<file path="src/rtl/muldiv_pkg.sv">
// muldiv_pkg: op codes, FSM states and operand decode helpers for muldiv_unit
package muldiv_pkg;

    localparam logic [2:0] OP_MUL    = 3'd0;
    localparam logic [2:0] OP_MULH   = 3'd1;
    localparam logic [2:0] OP_MULHSU = 3'd2;
    localparam logic [2:0] OP_MULHU  = 3'd3;
    localparam logic [2:0] OP_DIV    = 3'd4;
    localparam logic [2:0] OP_DIVU   = 3'd5;
    localparam logic [2:0] OP_REM    = 3'd6;
    localparam logic [2:0] OP_REMU   = 3'd7;

    typedef enum logic [1:0] {IDLE, CALC, FIN} state_t;

    function automatic logic is_div(input logic [2:0] op);
        return op[2];
    endfunction

    function automatic logic is_signed_a(input logic [2:0] op);
        return !(op == OP_MULHU || op == OP_DIVU || op == OP_REMU);
    endfunction

    function automatic logic is_signed_b(input logic [2:0] op);
        return !(op == OP_MULHSU || op == OP_MULHU || op == OP_DIVU || op == OP_REMU);
    endfunction

endpackage

</file>
<file path="src/rtl/muldiv_sign_adj.sv">
// muldiv_sign_adj: conditional two's-complement negation of a value
module muldiv_sign_adj #(
    parameter int DATA_W = 64
) (
    input  logic [DATA_W-1:0] value,
    input  logic              negate,
    output logic [DATA_W-1:0] adjusted
);

    assign adjusted = negate ? -value : value;

endmodule

</file>
<file path="src/rtl/muldiv_unit.sv">
// muldiv_unit: iterative RV64M multiply/divide engine with start/busy/done handshake
module muldiv_unit
    import muldiv_pkg::*;
#(
    parameter int DATA_W = 64,
    parameter int UNROLL = 1
) (
    input  logic              clk,
    input  logic              arst,
    input  logic              start,
    input  logic [2:0]        op,
    input  logic [DATA_W-1:0] operand_a,
    input  logic [DATA_W-1:0] operand_b,
    input  logic              flush,
    output logic              busy,
    output logic              done,
    output logic [DATA_W-1:0] result
);

    localparam int N  = DATA_W / UNROLL;
    localparam int CW = $clog2(N) + 1;
    localparam logic [DATA_W-1:0] MIN_NEG = {1'b1, {(DATA_W-1){1'b0}}};

    state_t              state, state_nxt;
    logic [2:0]          op_q;
    logic                sign_a, sign_b, fast;
    logic [DATA_W-1:0]   mag_a, mag_b, acc_hi, acc_lo;
    logic [CW-1:0]       cnt;
    logic                in_sa, in_sb, in_div0, in_ovf, in_fast;
    logic [DATA_W-1:0]   in_mag_a, in_mag_b, fast_val;
    logic                accept, fin_ok;
    logic [DATA_W-1:0]   step_hi, step_lo;
    logic [DATA_W:0]     sum, diff;
    logic                ge;
    logic [2*DATA_W-1:0] prod;
    logic [DATA_W-1:0]   quo, rem, res_nxt;

    assign in_sa    = is_signed_a(op) & operand_a[DATA_W-1];
    assign in_sb    = is_signed_b(op) & operand_b[DATA_W-1];
    assign in_div0  = is_div(op) && operand_b == '0;
    assign in_ovf   = (op == OP_DIV || op == OP_REM) && operand_a == MIN_NEG && operand_b == '1;
    assign in_fast  = in_div0 | in_ovf;
    // fast-path answers are fully known at capture, so they ride in acc_lo to FIN
    assign fast_val = in_div0 ? (op[1] ? operand_a : '1) : (op[1] ? '0 : operand_a);

    muldiv_sign_adj #(.DATA_W(DATA_W)) u_abs_a (.value(operand_a), .negate(in_sa), .adjusted(in_mag_a));
    muldiv_sign_adj #(.DATA_W(DATA_W)) u_abs_b (.value(operand_b), .negate(in_sb), .adjusted(in_mag_b));

    // UNROLL shift-add (multiply) or restoring-subtract (divide) steps on {acc_hi, acc_lo}
    always_comb begin
        step_hi = acc_hi;
        step_lo = acc_lo;
        sum     = '0;
        diff    = '0;
        ge      = 1'b0;
        for (int i = 0; i < UNROLL; i++) begin
            if (is_div(op_q)) begin
                diff    = {step_hi, step_lo[DATA_W-1]};
                ge      = diff >= {1'b0, mag_b};
                diff    = ge ? diff - {1'b0, mag_b} : diff;
                step_hi = diff[DATA_W-1:0];
                step_lo = {step_lo[DATA_W-2:0], ge};
            end else begin
                sum     = {1'b0, step_hi} + (step_lo[0] ? {1'b0, mag_a} : '0);
                step_hi = sum[DATA_W:1];
                step_lo = {sum[0], step_lo[DATA_W-1:1]};
            end
        end
    end

    muldiv_sign_adj #(.DATA_W(2*DATA_W)) u_prod (.value({acc_hi, acc_lo}), .negate(sign_a ^ sign_b), .adjusted(prod));
    muldiv_sign_adj #(.DATA_W(DATA_W))   u_quo  (.value(acc_lo), .negate(sign_a ^ sign_b), .adjusted(quo));
    muldiv_sign_adj #(.DATA_W(DATA_W))   u_rem  (.value(acc_hi), .negate(sign_a), .adjusted(rem));

    assign res_nxt = fast ? acc_lo :
                     is_div(op_q) ? (op_q[1] ? rem : quo) :
                     (op_q == OP_MUL ? prod[DATA_W-1:0] : prod[2*DATA_W-1:DATA_W]);

    // next-state decode; flush always wins and suppresses the done pulse
    always_comb begin
        state_nxt = state;
        accept    = 1'b0;
        fin_ok    = 1'b0;
        case (state)
            IDLE: begin
                accept    = start && !flush;
                state_nxt = !accept ? IDLE : (in_fast ? FIN : CALC);
            end
            CALC: state_nxt = flush ? IDLE : (cnt == CW'(N - 1) ? FIN : CALC);
            FIN: begin
                fin_ok    = !flush;
                state_nxt = IDLE;
            end
            default: state_nxt = IDLE;
        endcase
    end

    // state register
    always_ff @(posedge clk or posedge arst) begin
        if (arst) state <= IDLE;
        else      state <= state_nxt;
    end

    // operand capture on accept, one iteration per CALC cycle
    always_ff @(posedge clk or posedge arst) begin
        if (arst) begin
            op_q   <= '0;
            sign_a <= 1'b0;
            sign_b <= 1'b0;
            fast   <= 1'b0;
            mag_a  <= '0;
            mag_b  <= '0;
            acc_hi <= '0;
            acc_lo <= '0;
            cnt    <= '0;
        end else if (accept) begin
            op_q   <= op;
            sign_a <= in_sa;
            sign_b <= in_sb;
            fast   <= in_fast;
            mag_a  <= in_mag_a;
            mag_b  <= in_mag_b;
            acc_hi <= '0;
            acc_lo <= in_fast ? fast_val : (is_div(op) ? in_mag_a : in_mag_b);
            cnt    <= '0;
        end else if (state == CALC) begin
            acc_hi <= step_hi;
            acc_lo <= step_lo;
            cnt    <= cnt + CW'(1);
        end
    end

    // registered outputs; busy stays up through the done cycle
    always_ff @(posedge clk or posedge arst) begin
        if (arst) begin
            busy   <= 1'b0;
            done   <= 1'b0;
            result <= '0;
        end else begin
            busy <= state_nxt != IDLE || fin_ok;
            done <= fin_ok;
            if (fin_ok) result <= res_nxt;
        end
    end

endmodule

</file>
<file path="config.mk">
export PLATFORM = sky130hd
export DESIGN_NAME = muldiv_unit
export DESIGN_NICKNAME = d
export VERILOG_FILES = /design/src/rtl/muldiv_pkg.sv /design/src/rtl/muldiv_sign_adj.sv /design/src/rtl/muldiv_unit.sv
export SDC_FILE = /design/constraint.sdc
export NUM_CORES = 2
export LEC_CHECK = 0
export BUFFER_PORTS_ARGS = -buffer_cell sky130_fd_sc_hd__buf_2
export CORE_MARGIN = 4
export CORE_UTILIZATION = 30
export DETAILED_ROUTE_END_ITERATION = 7
export PLACE_DENSITY = 0.51
export SLEW_MARGIN = 20
export SYNTH_ARGS = -nofsm -noshare
export SYNTH_HDL_FRONTEND = slang
export SYNTH_HIERARCHICAL = 1
export SYNTH_SLANG_ARGS = --single-unit
export TNS_END_PERCENT = 10
</file>
<file path="constraint.sdc">
create_clock -name clk -period 24.8 [get_ports clk]
set_input_delay 1.24 -clock clk [delete_from_list [all_inputs] [get_ports clk]]
set_output_delay 1.24 -clock clk [all_outputs]
set_load 0.005 [all_outputs]
</file>
==> impl_results.md <==
- Status: finished clean
- Vias in the first global route: 35800
- CP Buf/Inv Count: 2
- CP required: 25.26 ns
- Largest vdd supply drop: 64.0 uV
- DIE WIDTH: 353 um
- Min-delay worst type: register to register
- Post-CTS Resized: 0
- RSZ-0062 raised after global routing: no
- Adder-cell share of the synthesized area: 4.80%
- EDFF count, synth: 0
- Multiplexer share of the synthesized area: 6.24%
- Clock Latency Late Sink: 0.63 ns
- Starting density of the core: 30.2%
- Crit-path max FO: 41
- Worst Tran Pin Value: 1.15 ns
- Fin. max-slew vios: 0
- Top cell type's share of synthesized area: 23.6%
- Synth area leader: dfrtp_1
- Synth Register Bits: 337
- Mapped Avg Cell Area: 7.66 sq um
- Final hold violations: 0
- Max Cap Viol: 0
- Total negative slack: 0 ns
- Pleak: 0.0156 uW
- Logic pwr share: 64.6%
- Top cells by area, synth: dfrtp_1, xnor2_1, o21ai_0
- Largest family of logic cells by synthesized area: compound AO/OA/AOI/OAI gates
- Switch Pwr: 2560 uW
- Die Height: 353 um
- Finish-stage setup viols: 0
- Clock Tree Root: clkbuf_16
- Critical-path cell list: buf_4 -> inv_1 -> ha_1 -> nor4b_1 -> nand4_1 -> nor4_1 -> nand4_1 -> o21ai_0 -> xnor2_1 -> nor2b_1 -> a211oi_1 -> a211oi_1 -> a21oi_1 -> a21oi_1
- Avg WL per Cell: 28.2 um
- Clk pwr share: 13.8%
- Final ANT Viol Nets: 0
- Unique masters post-synth: 92
- All-Layer GR Usage: 27.1%
- Reg clk slew, reported paths: 0.06 ns
- XOR/XNOR Fraction of Synth Area: 12.0%
- FFs w/ async S/R, synth: 100%
- Rows: 126
- Slowest-stage cell, CP: nor4_1
- Fill count: 12800
- Area delta synth->final: 11.4%
- Post-synthesis sequential area ratio: 23.6%
- CTS tree: done
- Via count: 38400
- CTS Hold Bufs: 0
- Nets@finish: 4983
- Cell internal pwr: 2280 uW
- Syn. warnings: 6
- CP delay by family, top: simple AND/OR/NAND/NOR gates
- Total congestion overflow: 0
- GPL Wtd Cong: 0.979
- H-tree depth: 2
- Core footprint: 118000 sq um
- Ys flop type: dfrtp_1
- Switching Share: 52.9%
- Crit Path Class: register to register
- Max Clock Skew: 0.0277 ns
- Die area: 125000 sq um
- Drt total wl: 177000 um
- Post-synth top cells: nand2_1, xnor2_1, o21ai_0
- DRC violations left: 0
- Min Tclk post-route: 5.61 ns
- DR vias/cell: 6.10
- Max clock buf depth: 3
- Largest stage delay on the critical path: 1.03 ns
- Final period utilization: 22.6%
- Sequential share of power: 21.6%
- Simple-gate area share of the yosys netlist: 22.6%
- Count leader, synth: nand2_1
- Compound-cell area share of the yosys netlist: 26.2%
- I/O pin cnt: 201
- Cell Area, Synth: 35800 sq um
- Dpl cell area: 38400 sq um
- Fmax achieved: 0.178 GHz
- Final Cell Area: 39800 sq um
- Worst path arrival time: 6.07 ns
- Detailed Routing Iterations Pass 1: 8
- Number of buffers created by CTS: 45
- HPWL Detailed: 134000 um
- CTS sink count: 337
- Max_slew headroom: 22.2%
- Initial drt markers: 4746
- Port Buffers: 200
- Initial antenna violation count: 23
- Capturing element type of the critical path: register
- Type of origin of the critical path: register
- Layout cells sized above 1: 11.4%
- Global-route wire length before repair: 255000 um
- Syn nets: 4938
- Synth Instances: 4667
- PD cells: 121 nW/um^2
- Largest net degree at the start of global routing: 193
- Postcts setup bufs: 0
-- power by group through the flow --
stage	clock network (uW)	logic, uW	registers (uW)
after floorplan	0	2150	915
after global placement	0	3040	1040
after detailed placement	0	3040	1040
after CTS	684	3050	1030
after global routing	702	3360	1060
final	668	3120	1040
-- metal layers --
metal	GRT usage [%]	part of all wire (%)	vias to the layer above	routed length (um)
met5	0	0.0073	-	13
li1	-	-	17200	-
met1	39.4	45	18800	79400
met3	4.60	9.2	361	16300
met4	12.6	5.4	2	9570
met2	38.7	41	2028	71900
-- final cells by class --
| cell class | count | area, sq um | share of cell area, % |
|---|---|---|---|
| diodes | 9 | 22.5 | 0.0565 |
| clock buffers | 66 | 1290 | 3.23 |
| clock inverters | 16 | 151 | 0.380 |
| inverters | 118 | 450 | 1.13 |
| multi-input cells | 3918 | 25800 | 64.9 |
| flip-flops and latches | 337 | 8450 | 21.2 |
| well taps | 1536 | 1920 | 4.82 |
| repair buffers | 292 | 1720 | 4.32 |
-- worst reg2reg max path: cells and delay by family, from the launching register on --
kind            cells  cell delay [ns]
compound gates      5             1.19
flops               1             0.69
buf+inv             2             0.55
xor+xnor            1             0.10
simple gates        5             2.73
fa+ha+maj           1             0.18
-- state kept, by name (all words and copies together) (netlist names) --
register / count
result: 64
sign_b: 1
fast: 1
mag_a: 64
acc_hi: 64
busy: 1
mag_b: 64
state: 2
acc_lo: 64
cnt: 7
done: 1
sign_a: 1
op_q: 3
-- path summary, 6_finish.rpt --
path                            slack (ns)  cells past startpoint    endpoint       from
worst max-delay path                 19.19                     14  result[58]  acc_lo[0]
max in group asynchronous            22.45                      3  acc_hi[60]       arst
worst min-delay path                  0.47                      2   mag_a[35]  mag_a[35]
worst min register to register        0.47                      2   mag_a[35]  mag_a[35]
min in group asynchronous             0.72                      2  result[19]       arst
worst max register to register       19.19                     14  result[58]  acc_lo[0]
-- layout by cell type (no fill, tap or decap), types with 131 or more instances in the layout --
cell type  netlist  final
xnor2_1        440    440
o31ai_1        131    131
nand2_1        555    554
mux2i_1        138    138
buf_2           22    199
dfrtp_1        337    332
a21oi_1        349    349
a211oi_1       156    156
ha_1           134    134
nor2_1         300    296
o21ai_0        435    435
-- through the flow --
stage	std cells	hold WS, ns	setup WS, ns	util, %	total power (uW)
after floorplan	4667	0.438	14.22	-	3060
after global placement	6201	0.452	19.31	32.4	4070
after detailed placement	6201	0.455	19.28	32.4	4080
after CTS	6283	0.471	19.36	33.7	4760
after global routing	6284	0.487	19.03	33.7	5130
final	6292	0.467	19.19	33.7	4830
-- logic make-up (layout without fill, tap and decap cells) --
kind of cell             count (synthesis)  count (layout)
AO/OA/AOI/OAI                         1477            1477
XOR/XNOR                               492             492
adder cells (fa/ha/maj)                136             136
buffers and inverters                  412             492
flip-flops                             337             337
multiplexers                           212             212
other                                    0               9
AND/OR/NAND/NOR                       1601            1601
Note: power is estimated with default switching activity, not from simulation.
